[src/rtl/mux_scan_ctrl.sv]
// Scan sequencer for an N:1 single-bit mux. It steps sel over every channel and samples mux_y.
// Latency: frame_valid rises N*(SETTLE+1) cycles after start is accepted.
// Backpressure: single-shot holds the frame until frame_ready; MUX_SCAN_CONT_EN overwrites it and flags overrun.
//
// Optional feature macro: MUX_SCAN_CONT_EN (continuous back-to-back scanning; start is ignored).
module mux_scan_ctrl #(
    parameter int SEL_W  = 3,
    parameter int SETTLE = 1
) (
    input  logic                    i_clk,
    input  logic                    i_rst_n,
    input  logic                    i_start,
    output logic [SEL_W-1:0]        o_sel,
    input  logic                    i_mux_y,
    output logic                    o_busy,
    output logic [(1<<SEL_W)-1:0]   o_frame,
    output logic                    o_frame_valid,
    input  logic                    i_frame_ready,
    output logic                    o_overrun
);
    localparam int N     = 1 << SEL_W;
    localparam int CNT_W = (SETTLE > 0) ? $clog2(SETTLE + 1) : 1;
    localparam logic [CNT_W-1:0] CNT_LAST = CNT_W'(SETTLE);
    localparam logic [SEL_W-1:0] SEL_LAST = SEL_W'(N - 1);

    typedef enum logic [1:0] {S_IDLE, S_SCAN, S_HOLD} state_t;

    state_t             r_state;
    logic [CNT_W-1:0]   r_cnt;
    logic [SEL_W-1:0]   r_sel;
    logic [N-1:0]       r_shadow;
    logic [N-1:0]       r_frame;
    logic               r_frame_valid;
    logic               r_busy;

    logic               w_sample;
    logic               w_last_ch;
    logic               w_complete;
    logic [N-1:0]       w_full;

    // Last settle cycle of the current channel; the last channel closes the frame.
    assign w_sample   = (r_state == S_SCAN) && (r_cnt == CNT_LAST);
    assign w_last_ch  = (r_sel == SEL_LAST);
    assign w_complete = w_sample && w_last_ch;

    // Shadow with the bit being sampled this cycle merged in, so the frame is copied whole.
    always_comb begin
        w_full        = r_shadow;
        w_full[r_sel] = i_mux_y;
    end

`ifdef MUX_SCAN_CONT_EN
    logic r_overrun;
    logic w_unused;
    assign w_unused  = i_start;
    assign o_overrun = r_overrun;

    // Sticky overrun: a completed frame replaced one that was never consumed.
    always_ff @(posedge i_clk) begin
        if (!i_rst_n) begin
            r_overrun <= 1'b0;
        end else if (w_complete && r_frame_valid && !i_frame_ready) begin
            r_overrun <= 1'b1;
        end
    end
`else
    assign o_overrun = 1'b0;
`endif

    // Scan sequencer: channel stepping, settle counting, sampling and frame hand-off.
    always_ff @(posedge i_clk) begin
        if (!i_rst_n) begin
            r_state       <= S_IDLE;
            r_cnt         <= '0;
            r_sel         <= '0;
            r_shadow      <= '0;
            r_frame       <= '0;
            r_frame_valid <= 1'b0;
            r_busy        <= 1'b0;
        end else begin
            case (r_state)
                S_IDLE: begin
`ifdef MUX_SCAN_CONT_EN
                    r_state <= S_SCAN;
                    r_busy  <= 1'b1;
                    r_sel   <= '0;
                    r_cnt   <= '0;
`else
                    if (i_start) begin
                        r_state <= S_SCAN;
                        r_busy  <= 1'b1;
                        r_sel   <= '0;
                        r_cnt   <= '0;
                    end
`endif
                end
                S_SCAN: begin
                    if (w_sample) begin
                        r_shadow[r_sel] <= i_mux_y;
                        r_cnt           <= '0;
                        if (w_last_ch) begin
                            r_frame       <= w_full;
                            r_frame_valid <= 1'b1;
                            r_sel         <= '0;
`ifndef MUX_SCAN_CONT_EN
                            r_state       <= S_HOLD;
`endif
                        end else begin
                            r_sel <= r_sel + 1'b1;
                        end
                    end else begin
                        r_cnt <= r_cnt + 1'b1;
                    end
`ifdef MUX_SCAN_CONT_EN
                    // Consumption only clears valid when no new frame lands on the same edge.
                    if (r_frame_valid && i_frame_ready && !w_complete) begin
                        r_frame_valid <= 1'b0;
                    end
`endif
                end
`ifndef MUX_SCAN_CONT_EN
                S_HOLD: begin
                    if (r_frame_valid && i_frame_ready) begin
                        r_frame_valid <= 1'b0;
                        r_busy        <= 1'b0;
                        r_state       <= S_IDLE;
                    end
                end
`endif
                default: begin
                    r_state <= S_IDLE;
                    r_busy  <= 1'b0;
                end
            endcase
        end
    end

    assign o_sel         = r_sel;
    assign o_busy        = r_busy;
    assign o_frame       = r_frame;
    assign o_frame_valid = r_frame_valid;
endmodule
[config.mk]
export PLATFORM = sky130hd
export DESIGN_NAME = mux_scan_ctrl
export DESIGN_NICKNAME = d
export VERILOG_FILES = /design/src/rtl/mux_scan_ctrl.sv
export SDC_FILE = /design/constraint.sdc
export NUM_CORES = 1
export LEC_CHECK = 0
export ABC_AREA = 0
export CORE_MARGIN = 2
export CORE_UTILIZATION = 46
export CTS_CLUSTER_SIZE = 30
export DETAILED_ROUTE_END_ITERATION = 12
export PLACE_DENSITY = 0.69
export SLEW_MARGIN = 5
export SYNTH_ARGS = -nofsm -noshare
export SYNTH_HDL_FRONTEND = slang
export SYNTH_SLANG_ARGS = --single-unit
[constraint.sdc]
create_clock -name i_clk -period 1.5 [get_ports i_clk]
set_input_delay 0.3 -clock i_clk [delete_from_list [all_inputs] [get_ports i_clk]]
set_output_delay 0.3 -clock i_clk [all_outputs]
set_load 0.01 [all_outputs]
==> impl_metrics.py <==
metrics = {
    "global_routing": {
        "grt_pass1_wl_um": 3800,
        "grt_pass1_vias": 827,
        "gr-usage-all-layers_pct": 18.0,
        "antenna_found_initial": 0,
        "overflow": 0,
        "grt_max_degree": 19,
    },
    "power": {
        "power_per_cell_area_nw_per_um2": 757,
        "power_w": 0.00105,
        "sw_frac_of_total_pct": 24.2,
        "intPower_w": 0.000799,
        "p_switching_w": 0.000255,
        "p_leak_nw": 0.668,
        "vdd_ir_drop_max_uv": 596,
        "power_frac_seq_pct": 62.6,
        "combPwrFrac_pct": 11.0,
        "p_clk_share_pct": 26.3,
    },
    "sta": {
        "fin_crit_sh_pct": 94.1,
        "rsz0062_at_grt": "no",
        "period_minus_slack_ns": 1.41,
        "whs_ns": 0.471,
        "setup_viol": 0,
        "fin_skew_ns": 0.00844,
        "hold_viol_final": 0,
        "fmax_mhz": 709,
        "layout_setup_ws_ns": 0.0890,
        "slew_violations": 0,
    },
    "flow_run": {
        "maxCapViolations": 0,
    },
    "clocking": {
        "cts_tree": "done",
        "cts_buffers": 3,
        "insertion_delay_ns": 0.31,
        "clock-sinks": 24,
        "cts_root_buf": "clkbuf_4",
        "clock_path_buffers": 2,
        "cts_setup_buffers": 0,
        "clkSlewWorstSetupHoldPaths_ns": 0.13,
        "htree_levels": 1,
    },
    "worst_setup_path": {
        "rr_worst_depth": 5,
        "slowest_delay_ns": 0.37,
        "crit_start": "o_sel[0]",
        "crit_path_max_fanout": 12,
        "reg2reg_to": "o_frame[5]",
        "critPathCaptureType": "output port",
        "criticalPathCategory": "reg2out",
        "worstPathArrival_ns": 1.11,
        "reg2reg_setup_slack_ns": 0.12,
        "cp_cell_sequence": "buf_6, dlygate4sd2_1",
        "r2r-start": "o_sel[0]",
        "start_kind": "flop",
        "cp_slowest_cell": "dfxtp_2",
        "worst_ep_required_time_ns": 1.20,
    },
    "yosys": {
        "synth-edff-count": 0,
        "syn_inst": 125,
        "ys_types": 34,
        "yosysWarnings": 0,
        "synth_common_cells": "dfxtp_1 (24), mux2i_1 (15), nand2_1 (14)",
        "ys.flop_type": "dfxtp_1",
        "ys_async_sr_fraction_pct": 0,
        "avgSynthCellArea_um2": 9.25,
        "synthTopCellsByArea": "dfxtp_1 (42%), mux2i_1 (13%), a21oi_1 (4.8%)",
        "yosysTopAreaCell": "dfxtp_1",
        "ys_ff_latch": 24,
        "syn-cell-area_um2": 1160,
        "syn-num-nets": 132,
        "synth_most_common_cell": "dfxtp_1",
        "synth_top_area_share_pct": 41.6,
        "synth-seq-area-share_pct": 41.6,
    },
    "floorplan": {
        "initial_core_util_pct": 47.5,
        "dieArea_um2": 2930,
        "core_um2": 2430,
        "die-height_um": 54.1,
        "rows": 18,
        "dieWidth_um": 54.1,
        "ios": 19,
    },
    "place": {
        "place_ws_ns": -0.140,
        "gp_congestion": 0.755,
        "io_buffers": 17,
        "dpl-instance-area_um2": 1360,
        "hpwl_um": 1610,
    },
    "finish": {
        "area_growth_pct": 20.5,
        "fillCellCount": 239,
        "drive_gt1_share_pct": 15.4,
        "antenna_cells": 0,
        "nets": 152,
        "stdcell_area_um2": 1390,
    },
    "worst_hold_path": {
        "min_from": "r_shadow[7]",
        "worst_hold_path.num_cells": 2,
        "hold_path_class": "reg2reg",
        "holdPathEnd": "r_shadow[7]",
    },
    "route": {
        "drc": 0,
        "drtIter0Drc": 7,
        "wl_um": 2200,
        "via_per_inst": 5.36,
        "vias": 928,
        "first_pass_iters": 4,
        "ant_nets": 0,
        "routedWlPerCell_um": 12.7,
    },
    "outcome": {
        "status": "finished, final reports clean",
    },
}
==> state kept, by name, summed over array words and instances (netlist names) <==
register,cells
o_busy,1
o_frame_valid,1
r_shadow,8
o_sel,3
r_state,2
o_frame,8
r_cnt,1
==> logic make-up (layout without fill, tap and decap cells) <==
| group | after synthesis | in the layout | synth area share [%] |
|---|---|---|---|
| buffers and inverters | 14 | 32 | 7.25 |
| AND/OR/NAND/NOR | 35 | 35 | 18.2 |
| other | 1 | 1 | 0.324 |
| adder cells (fa/ha/maj) | 2 | 2 | 2.16 |
| flip-flops | 24 | 24 | 41.6 |
| AO/OA/AOI/OAI | 34 | 34 | 17.5 |
| multiplexers | 15 | 15 | 13.0 |
==> worst max-delay path by stage <==
stage                  to  slack [ns]  depth (start not counted)
5_1_grt          o_sel[1]        0.01                          2
3_3_place_gp   o_frame[2]       -0.04                          5
2_1_floorplan  r_state[1]        0.06                          6
4_1_cts        o_frame[3]      0.0006                          1
6_report         o_sel[0]        0.09                          2
3_5_place_dp   o_frame[1]       -0.14                          5
==> power groups by stage <==
stage / registers, W / logic, W / clock network, W
floorplan: 0.000673 / 0.0000761 / 0
global placement: 0.000673 / 0.000116 / 0
detailed placement: 0.000674 / 0.000118 / 0
CTS: 0.000659 / 0.000116 / 0.000292
global route: 0.000662 / 0.000129 / 0.000322
finish: 0.000660 / 0.000116 / 0.000278
==> metal layers <==
layer | share of wire (%) | global-route usage [%] | up-vias
li1 | - | - | 481
met1 | 50 | 24.2 | 432
met2 | 46 | 28.1 | 13
met3 | 3.1 | 3.33 | 2
met4 | 0.91 | 7.50 | 0
met5 | 0 | 0 | -
==> cell type report <==
class / count / area, um^2 / share of cell area (%)
Inverter: 2 / 7.51 / 0.539
Tap cell: 30 / 37.5 / 2.70
Timing Repair Buffer: 27 / 245 / 17.6
Multi-Input combinational cell: 87 / 596 / 42.8
Sequential cell: 24 / 484 / 34.8
Clock buffer: 3 / 22.5 / 1.62
==> worst max-delay path: cells and delay by family, from the launching register on <==
family	cells	cell delay, ns
flip-flops	1	0.37
buffers and inverters	2	0.43
==> stage by stage <==
stage / utilization [%] / instances / setup TNS, ns
2_1_floorplan: - / 125 / 0
3_3_place_gp: 56.0 / 170 / -0.222
4_1_cts: 56.6 / 173 / 0
6_report: 57.3 / 173 / 0
5_1_grt: 57.3 / 173 / 0
3_5_place_dp: 56.0 / 170 / -1.00
==> repair_timing <==
action | 4_1_cts | 5_1_grt
resized for setup | 13 | 7
gates cloned | 0 | 0
setup endpoints to repair | 20 | 13
hold buffers | 0 | 0
==> layout by cell type (no fill, tap or decap), types with 2 or more instances in the layout <==
cell type        instances
dfxtp_1                 21
mux2i_1                 15
nand2_1                 14
a21oi_1                 11
dlygate4sd2_1            9
buf_4                    9
o21ai_0                  7
o21ai_1                  5
nand3_1                  5
nand3b_1                 4
clkdlybuf4s50_1          4
nor3b_2                  3
clkbuf_4                 3
dfxtp_2                  3
dlymetal6s2s_1           3
nor2_1                   2
a31oi_1                  2
inv_1                    2
ha_1                     2
No activity file was read; power rests on OpenSTA's default activity.
